## src/rtl/pwm_capture_if.sv

```systemverilog
// rtl/pwm_capture_if.sv - PWM capture pin inputs and measurement results bundle
interface pwm_capture_if #(
  parameter int PERIOD_W = 10
);
  logic                tick_in;
  logic                pwm_in;
  logic [7:0]          duty_out;
  logic [PERIOD_W-1:0] period_out;
  logic                valid_out;
  logic                lost_out;

  modport master (
    output tick_in, pwm_in,
    input  duty_out, period_out, valid_out, lost_out
  );

  modport slave (
    input  tick_in, pwm_in,
    output duty_out, period_out, valid_out, lost_out
  );
endinterface

```

## src/rtl/pwm_capture.sv

```systemverilog
// rtl/pwm_capture.sv - servo PWM duty/period capture with loss-of-signal detection
// Optional glitch filter on the synchronized input: PWM_CAPTURE_FILTER_EN.
module pwm_capture #(
  parameter int PERIOD_W = 10,
  parameter int TIMEOUT  = 512
) (
  input  logic         clock,
  input  logic         reset,
  pwm_capture_if.slave bus
);
  localparam int                  DW      = (PERIOD_W > 8) ? PERIOD_W : 8;
  localparam logic [PERIOD_W-1:0] CNT_MAX = '1;
  localparam logic [PERIOD_W-1:0] TO_LIM  = PERIOD_W'(TIMEOUT);

  typedef enum logic [1:0] {IDLE, HIGH, LOW} state_t;

  state_t              r_state, w_state;
  logic                r_sync1, r_sync2, r_lvl_d;
  logic                r_rise, r_fall;
  logic                w_s_lvl;
  logic [PERIOD_W-1:0] r_hi, r_lo, r_to;
  logic [PERIOD_W-1:0] w_hi, w_lo, w_to;
  logic [7:0]          r_duty, w_duty;
  logic [PERIOD_W-1:0] r_period, w_period;
  logic                r_valid, w_valid;
  logic                r_lost, w_lost;
  logic [PERIOD_W-1:0] w_lo_cnt;
  logic [PERIOD_W:0]   w_sum;
  logic [DW-1:0]       w_hi_ext;
  logic                w_edge;

  // Input path runs through reset so a line already high is not taken as a new rise.
  always_ff @(posedge clock) begin
    r_sync1 <= bus.pwm_in;
    r_sync2 <= r_sync1;
    r_lvl_d <= w_s_lvl;
  end

`ifdef PWM_CAPTURE_FILTER_EN
  logic [2:0] r_hist;
  logic       w_all_hi, w_all_lo;

  always_ff @(posedge clock) begin
    r_hist <= {r_hist[1:0], r_sync2};
  end

  assign w_all_hi = r_sync2 & (&r_hist);
  assign w_all_lo = ~r_sync2 & ~(|r_hist);
  assign w_s_lvl  = w_all_hi ? 1'b1 : (w_all_lo ? 1'b0 : r_lvl_d);
`else
  assign w_s_lvl = r_sync2;
`endif

  always_ff @(posedge clock) begin
    if (reset) begin
      r_rise <= 1'b0;
      r_fall <= 1'b0;
    end else begin
      r_rise <= w_s_lvl & ~r_lvl_d;
      r_fall <= ~w_s_lvl & r_lvl_d;
    end
  end

  always_ff @(posedge clock) begin
    if (reset) begin
      r_state  <= IDLE;
      r_hi     <= '0;
      r_lo     <= '0;
      r_to     <= '0;
      r_duty   <= '0;
      r_period <= '0;
      r_valid  <= 1'b0;
      r_lost   <= 1'b1;
    end else begin
      r_state  <= w_state;
      r_hi     <= w_hi;
      r_lo     <= w_lo;
      r_to     <= w_to;
      r_duty   <= w_duty;
      r_period <= w_period;
      r_valid  <= w_valid;
      r_lost   <= w_lost;
    end
  end

  always_comb begin
    w_state  = r_state;
    w_hi     = r_hi;
    w_lo     = r_lo;
    w_to     = bus.tick_in ? r_to + 1'b1 : r_to;
    w_duty   = r_duty;
    w_period = r_period;
    w_valid  = 1'b0;
    w_lost   = r_lost;
    w_edge   = 1'b0;

    // The closing low tick is folded in before the period is summed.
    w_lo_cnt = (bus.tick_in && (r_lo != CNT_MAX)) ? r_lo + 1'b1 : r_lo;
    w_sum    = {1'b0, r_hi} + {1'b0, w_lo_cnt};
    w_hi_ext = DW'(r_hi);

    case (r_state)
      IDLE: begin
        if (r_rise) begin
          w_hi    = '0;
          w_lo    = '0;
          w_to    = '0;
          w_edge  = 1'b1;
          w_state = HIGH;
        end
      end
      HIGH: begin
        if (bus.tick_in && (r_hi != CNT_MAX)) w_hi = r_hi + 1'b1;
        if (r_fall) begin
          w_to    = '0;
          w_edge  = 1'b1;
          w_state = LOW;
        end
      end
      LOW: begin
        w_lo = w_lo_cnt;
        if (r_rise) begin
          w_duty   = (w_hi_ext > DW'(255)) ? 8'hFF : w_hi_ext[7:0];
          w_period = w_sum[PERIOD_W] ? CNT_MAX : w_sum[PERIOD_W-1:0];
          w_valid  = 1'b1;
          w_lost   = 1'b0;
          w_hi     = '0;
          w_lo     = '0;
          w_to     = '0;
          w_edge   = 1'b1;
          w_state  = HIGH;
        end
      end
      default: w_state = IDLE;
    endcase

    // A stuck line decodes to its level; re-announcing the same loss is suppressed.
    if (!w_edge && (r_to == TO_LIM)) begin
      w_state  = IDLE;
      w_to     = '0;
      w_lost   = 1'b1;
      w_duty   = w_s_lvl ? 8'hFF : 8'h00;
      w_period = '0;
      w_valid  = !r_lost || (w_duty != r_duty);
    end
  end

  assign bus.duty_out   = r_duty;
  assign bus.period_out = r_period;
  assign bus.valid_out  = r_valid;
  assign bus.lost_out   = r_lost;
endmodule
```

## src/flat_wrapper.sv

```systemverilog
// flat-port wrapper written by rule: the top's interface ports become plain ports
module pwm_capture_flat 
#(
  parameter int PERIOD_W = 10,
  parameter int TIMEOUT  = 512
)
  (clock, reset, bus_tick_in, bus_pwm_in, bus_duty_out, bus_period_out, bus_valid_out, bus_lost_out);
  pwm_capture_if #(.PERIOD_W(PERIOD_W)) bus_i ();
  input  logic clock;
  input  logic reset;
  input wire logic [$bits(bus_i.tick_in)-1:0] bus_tick_in;
  input wire logic [$bits(bus_i.pwm_in)-1:0] bus_pwm_in;
  output wire logic [$bits(bus_i.duty_out)-1:0] bus_duty_out;
  output wire logic [$bits(bus_i.period_out)-1:0] bus_period_out;
  output wire logic [$bits(bus_i.valid_out)-1:0] bus_valid_out;
  output wire logic [$bits(bus_i.lost_out)-1:0] bus_lost_out;
  assign bus_i.tick_in = bus_tick_in;
  assign bus_i.pwm_in = bus_pwm_in;
  assign bus_duty_out = bus_i.duty_out;
  assign bus_period_out = bus_i.period_out;
  assign bus_valid_out = bus_i.valid_out;
  assign bus_lost_out = bus_i.lost_out;
  pwm_capture #(.PERIOD_W(PERIOD_W), .TIMEOUT(TIMEOUT)) u_core (.clock(clock), .reset(reset), .bus(bus_i));
endmodule
```

## config.mk

```make
export PLATFORM = sky130hd
export DESIGN_NAME = pwm_capture_flat
export DESIGN_NICKNAME = d
export VERILOG_FILES = /design/src/rtl/pwm_capture_if.sv /design/src/rtl/pwm_capture.sv /design/src/flat_wrapper.sv
export SDC_FILE = /design/constraint.sdc
export NUM_CORES = 1
export LEC_CHECK = 0
export BUFFER_PORTS_ARGS = -buffer_cell sky130_fd_sc_hd__buf_2
export CORE_MARGIN = 2
export CORE_UTILIZATION = 54
export DETAILED_ROUTE_END_ITERATION = 8
export HOLD_SLACK_MARGIN = 0.08
export PLACE_DENSITY = 0.76
export SYNTH_ARGS = -nofsm -noshare
export SYNTH_HDL_FRONTEND = slang
export SYNTH_SLANG_ARGS = --single-unit
```

## constraint.sdc

```tcl
create_clock -name clock -period 2.6 [get_ports clock]
set_clock_uncertainty 0.05 [all_clocks]
set_input_delay 0.26 -clock clock [delete_from_list [all_inputs] [get_ports clock]]
set_output_delay 0.26 -clock clock [all_outputs]
set_load 0.01 [all_outputs]
```

==> results by group <==
Routing
  – Routed wire length: about 8500 um
  – Total iterations of the first detailed-routing run: 5
  – Drt drc: 0
  – Number of design-rule violations left by the first detailed-router iteration: between 200 and 300
  – Number of vias in the routed layout: between 3000 and 4000
  – Vias per std cell: 6.10
  – Number of antenna-violating nets in the routed design: 0
  – Drt wl/cell: around 16 um

Logic synthesis
  – Synthesis-stage register bit count: 57
  – Distinct cells, synth: 60
  – Synthesized area per cell: between 8 and 9 um^2
  – Share of synthesized registers carrying an async set or reset: 0%
  – Most used DFF post-synth: sky130_fd_sc_hd__dfxtp_1
  – Synth area leader: sky130_fd_sc_hd__dfxtp_1
  – Netlist Area Pre-Place: around 3200 um^2
  – Syn Inst Count: ~370
  – Syn nets: a little under 400
  – Syn. warnings: 0
  – Sequential-to-total area share from yosys stat: 36.0%
  – EDFF count, synth: 0
  – Leading cell types by total area after synthesis: sky130_fd_sc_hd__dfxtp_1 36%, sky130_fd_sc_hd__ha_1 5.5%, sky130_fd_sc_hd__nand2_1 4.1%
  – Top-area cell type share of the netlist area: a little over a third

Hold path
  – Classification of the worst-slack hold path: reg2reg
  – Launch point of the worst hold path: u_core.r_sync1$_DFF_P_

Clock network
  – Skew-Pair Late Insertion Delay: between 0.3 and 0.4 ns
  – Register clock-pin slew on the reported worst setup and hold paths: ~0.060 ns
  – Root Driver: sky130_fd_sc_hd__clkbuf_8
  – Number of clock sinks seen by CTS: 57
  – Maximum clock path buffer count: 2
  – H-tree depth: 3
  – TritonCTS clock tree: done
  – Number of buffers added by the clock tree synthesis step: 9

Floorplan
  – Die width: a little over 80 um
  – Cell Rows: 27
  – DIE AREA: 6500 um^2
  – Top-level port count: 24
  – Floorplan die height: between 80 and 90 um
  – Floorplan Core Area: between 5000 and 6000 um^2
  – Starting density of the core: 56.9%

Worst setup path
  – Startpoint type of the worst setup path: flop
  – Worst setup startpoint: u_core.r_lo[0]$_SDFFE_PP0P_
  – Startpoint-to-endpoint class of the critical path: reg2reg
  – Setup crit end kind: flop
  – Worst r2r src: u_core.r_lo[0]$_SDFFE_PP0P_
  – Data required time at the worst endpoint: 2.78 ns
  – Maximum fanout along the worst path: 8
  – Arrival time at the worst endpoint: 2.96 ns

Status
  – Status: complete, but fails checks
  – Failing checks: negative setup slack

Final layout
  – Final std cells w/o fill: 516
  – Fraction of the core area covered by cells at the end of the flow: 73.6%
  – Commonest non-fill, non-tap cell in the layout: sky130_fd_sc_hd__buf_4
  – # diodes: 0
  – Commonest non-fill, non-tap cells in the layout: 52 x sky130_fd_sc_hd__buf_4, 50 x sky130_fd_sc_hd__dfxtp_1, 33 x sky130_fd_sc_hd__nand2_1
  – Area used by sequential logic in the layout: about 1200 um^2
  – Area of the multi-input gates: about 2100 um^2
  – Area growth from synthesis to layout: 29.3%
  – Share of post-route cells with drive strength above 1: approximately a third
  – Layout fillers: between 400 and 500
  – Layout Nets: 458

GRT
  – Largest net degree at the start of global routing: 29
  – Vias in the first global route: a little under 3000
  – Number of antenna violations at the first check in global routing: 0
  – Wire length of the first global-routing pass: 13700 um
  – Total track usage: ~27%
  – Residual overflow from global routing: 0

STA
  – Final worst-path cycle share: 107%
  – Final setup slack of the worst path: -0.175 ns
  – Number of hold-slack violations in the final timing report: 0
  – RSZ-0062 raised after global routing: true
  – Number of setup violations in the final report: 10
  – Count of pins over their slew limit: 0
  – Minimum period implied by the final worst setup slack: ~2.8 ns
  – Max Clock Freq: ~0.36 GHz
  – Least-Margin Pin Slew: about 0.61 ns
  – Relative slew margins: about three fifths

Power and ir drop
  – Peak supply drop: between 0.4 and 0.5 mV
  – Post-layout total power: approximately 1800 uW
  – Total power per unit cell area: between 400 and 500 nW/um^2
  – Static Leakage: about 0.0017 uW

Place
  – Total half-perimeter wirelength after legalization and detailed placement: around 5800 um
  – Placed Cells: a little under 500
  – Number of buffers inserted by port buffering: 23
  – Routability-driven placement congestion ratio: slightly below 0.9

Job
  – Max Cap Viol: 0
==> cell families after synthesis <==
family / Yosys count / share of synthesized area [%]
AO/OA/AOI/OAI: 98 / 22.6
AND/OR/NAND/NOR: 144 / 23.9
flip-flops: 57 / 36.0
XOR/XNOR: 22 / 6.07
adder cells (fa/ha/maj): 15 / 6.15
buffers and inverters: 27 / 3.90
multiplexers: 4 / 1.38
==> per-layer routing <==
layer | global-route usage [%] | routed length (um) | vias to the layer above
li1 | - | - | 1503
met1 | 34.0 | 3690 | 1488
met2 | 44.3 | 4010 | 121
met3 | 5.73 | 520 | 38
met4 | 13.6 | 250 | 0
met5 | 0 | 0 | -
==> cell type report <==
cell class                 instances  area share [%]
inverter                          10           0.915
tap                               72            2.20
clock inverter                     5            1.31
timing repair buffer              78            13.1
sequential                        57            28.1
clock buffer                      11            3.45
multi-input combinational        283            50.9
==> sequential cells by signal (all words and copies together), names as in the netlist, 2 cells and up <==
register	cells
u_core.bus.period_out	10
u_core.r_hi	10
u_core.r_lo	10
u_core.r_to	10
u_core.bus.duty_out	8
u_core.r_state	2
==> power by group <==
group | internal [uW] | switching [uW]
Sequential | 886 | 16.8
Clock | 465 | 359
Combinational | 54.6 | 65.8
Total | 1410 | 442
==> synth_stat cells, types with 8 or more instances <==
| master | count |
|---|---|
| sky130_fd_sc_hd__xnor2_1 | 10 |
| sky130_fd_sc_hd__a21oi_1 | 15 |
| sky130_fd_sc_hd__nor2_1 | 29 |
| sky130_fd_sc_hd__a31oi_1 | 15 |
| sky130_fd_sc_hd__inv_1 | 9 |
| sky130_fd_sc_hd__dfxtp_1 | 57 |
| sky130_fd_sc_hd__nand3_1 | 15 |
| sky130_fd_sc_hd__nand2_1 | 35 |
| sky130_fd_sc_hd__o221a_1 | 8 |
| sky130_fd_sc_hd__clkbuf_1 | 8 |
| sky130_fd_sc_hd__xor2_1 | 12 |
| sky130_fd_sc_hd__nand4_1 | 9 |
| sky130_fd_sc_hd__ha_1 | 14 |
| sky130_fd_sc_hd__o21ai_0 | 16 |
| sky130_fd_sc_hd__nor3_1 | 10 |
==> per-stage QoR <==
step | cell area (um^2) | hold WS (ns) | setup WS, ns | TNS [ns]
floorplan | 3240 | 0.238 | -0.0307 | -0.245
global placement | 3670 | 0.263 | -0.104 | -0.873
detailed placement | 3670 | 0.269 | -0.154 | -1.31
CTS | 4030 | 0.284 | -0.0386 | -0.114
global route | 4100 | 0.289 | -0.252 | -2.27
finish | 4100 | 0.280 | -0.175 | -1.48
==> critical path, cell delays in order (launching register included) <==
cell	delay, ns
sky130_fd_sc_hd__dfxtp_4	0.35
sky130_fd_sc_hd__ha_4	0.18
sky130_fd_sc_hd__and4_4	0.20
sky130_fd_sc_hd__nor4_4	0.25
sky130_fd_sc_hd__buf_4	0.17
sky130_fd_sc_hd__xor2_1	0.17
sky130_fd_sc_hd__ha_1	0.29
sky130_fd_sc_hd__buf_4	0.15
sky130_fd_sc_hd__and3_4	0.15
sky130_fd_sc_hd__a311o_2	0.47
sky130_fd_sc_hd__o221a_1	0.24
==> path summary, 6_finish.rpt <==
check                                     endpoint  slack (ns)  cells after the start
min reg2reg                 u_core.r_sync2$_DFF_P_        0.28                      0
max          u_core.bus.period_out[5]$_SDFFE_PP0P_       -0.17                     10
min                         u_core.r_sync2$_DFF_P_        0.28                      0
max reg2reg  u_core.bus.period_out[5]$_SDFFE_PP0P_       -0.17                     10
==> timing repair <==
item                       CTS  global route
setup endpoints to repair   10            10
hold endpoints to repair     1             0
hold buffers                 1             0
pin swaps                   18            13
setup buffers               10             3
gates resized for setup     25            10
Power figures use the tool's default switching activity.
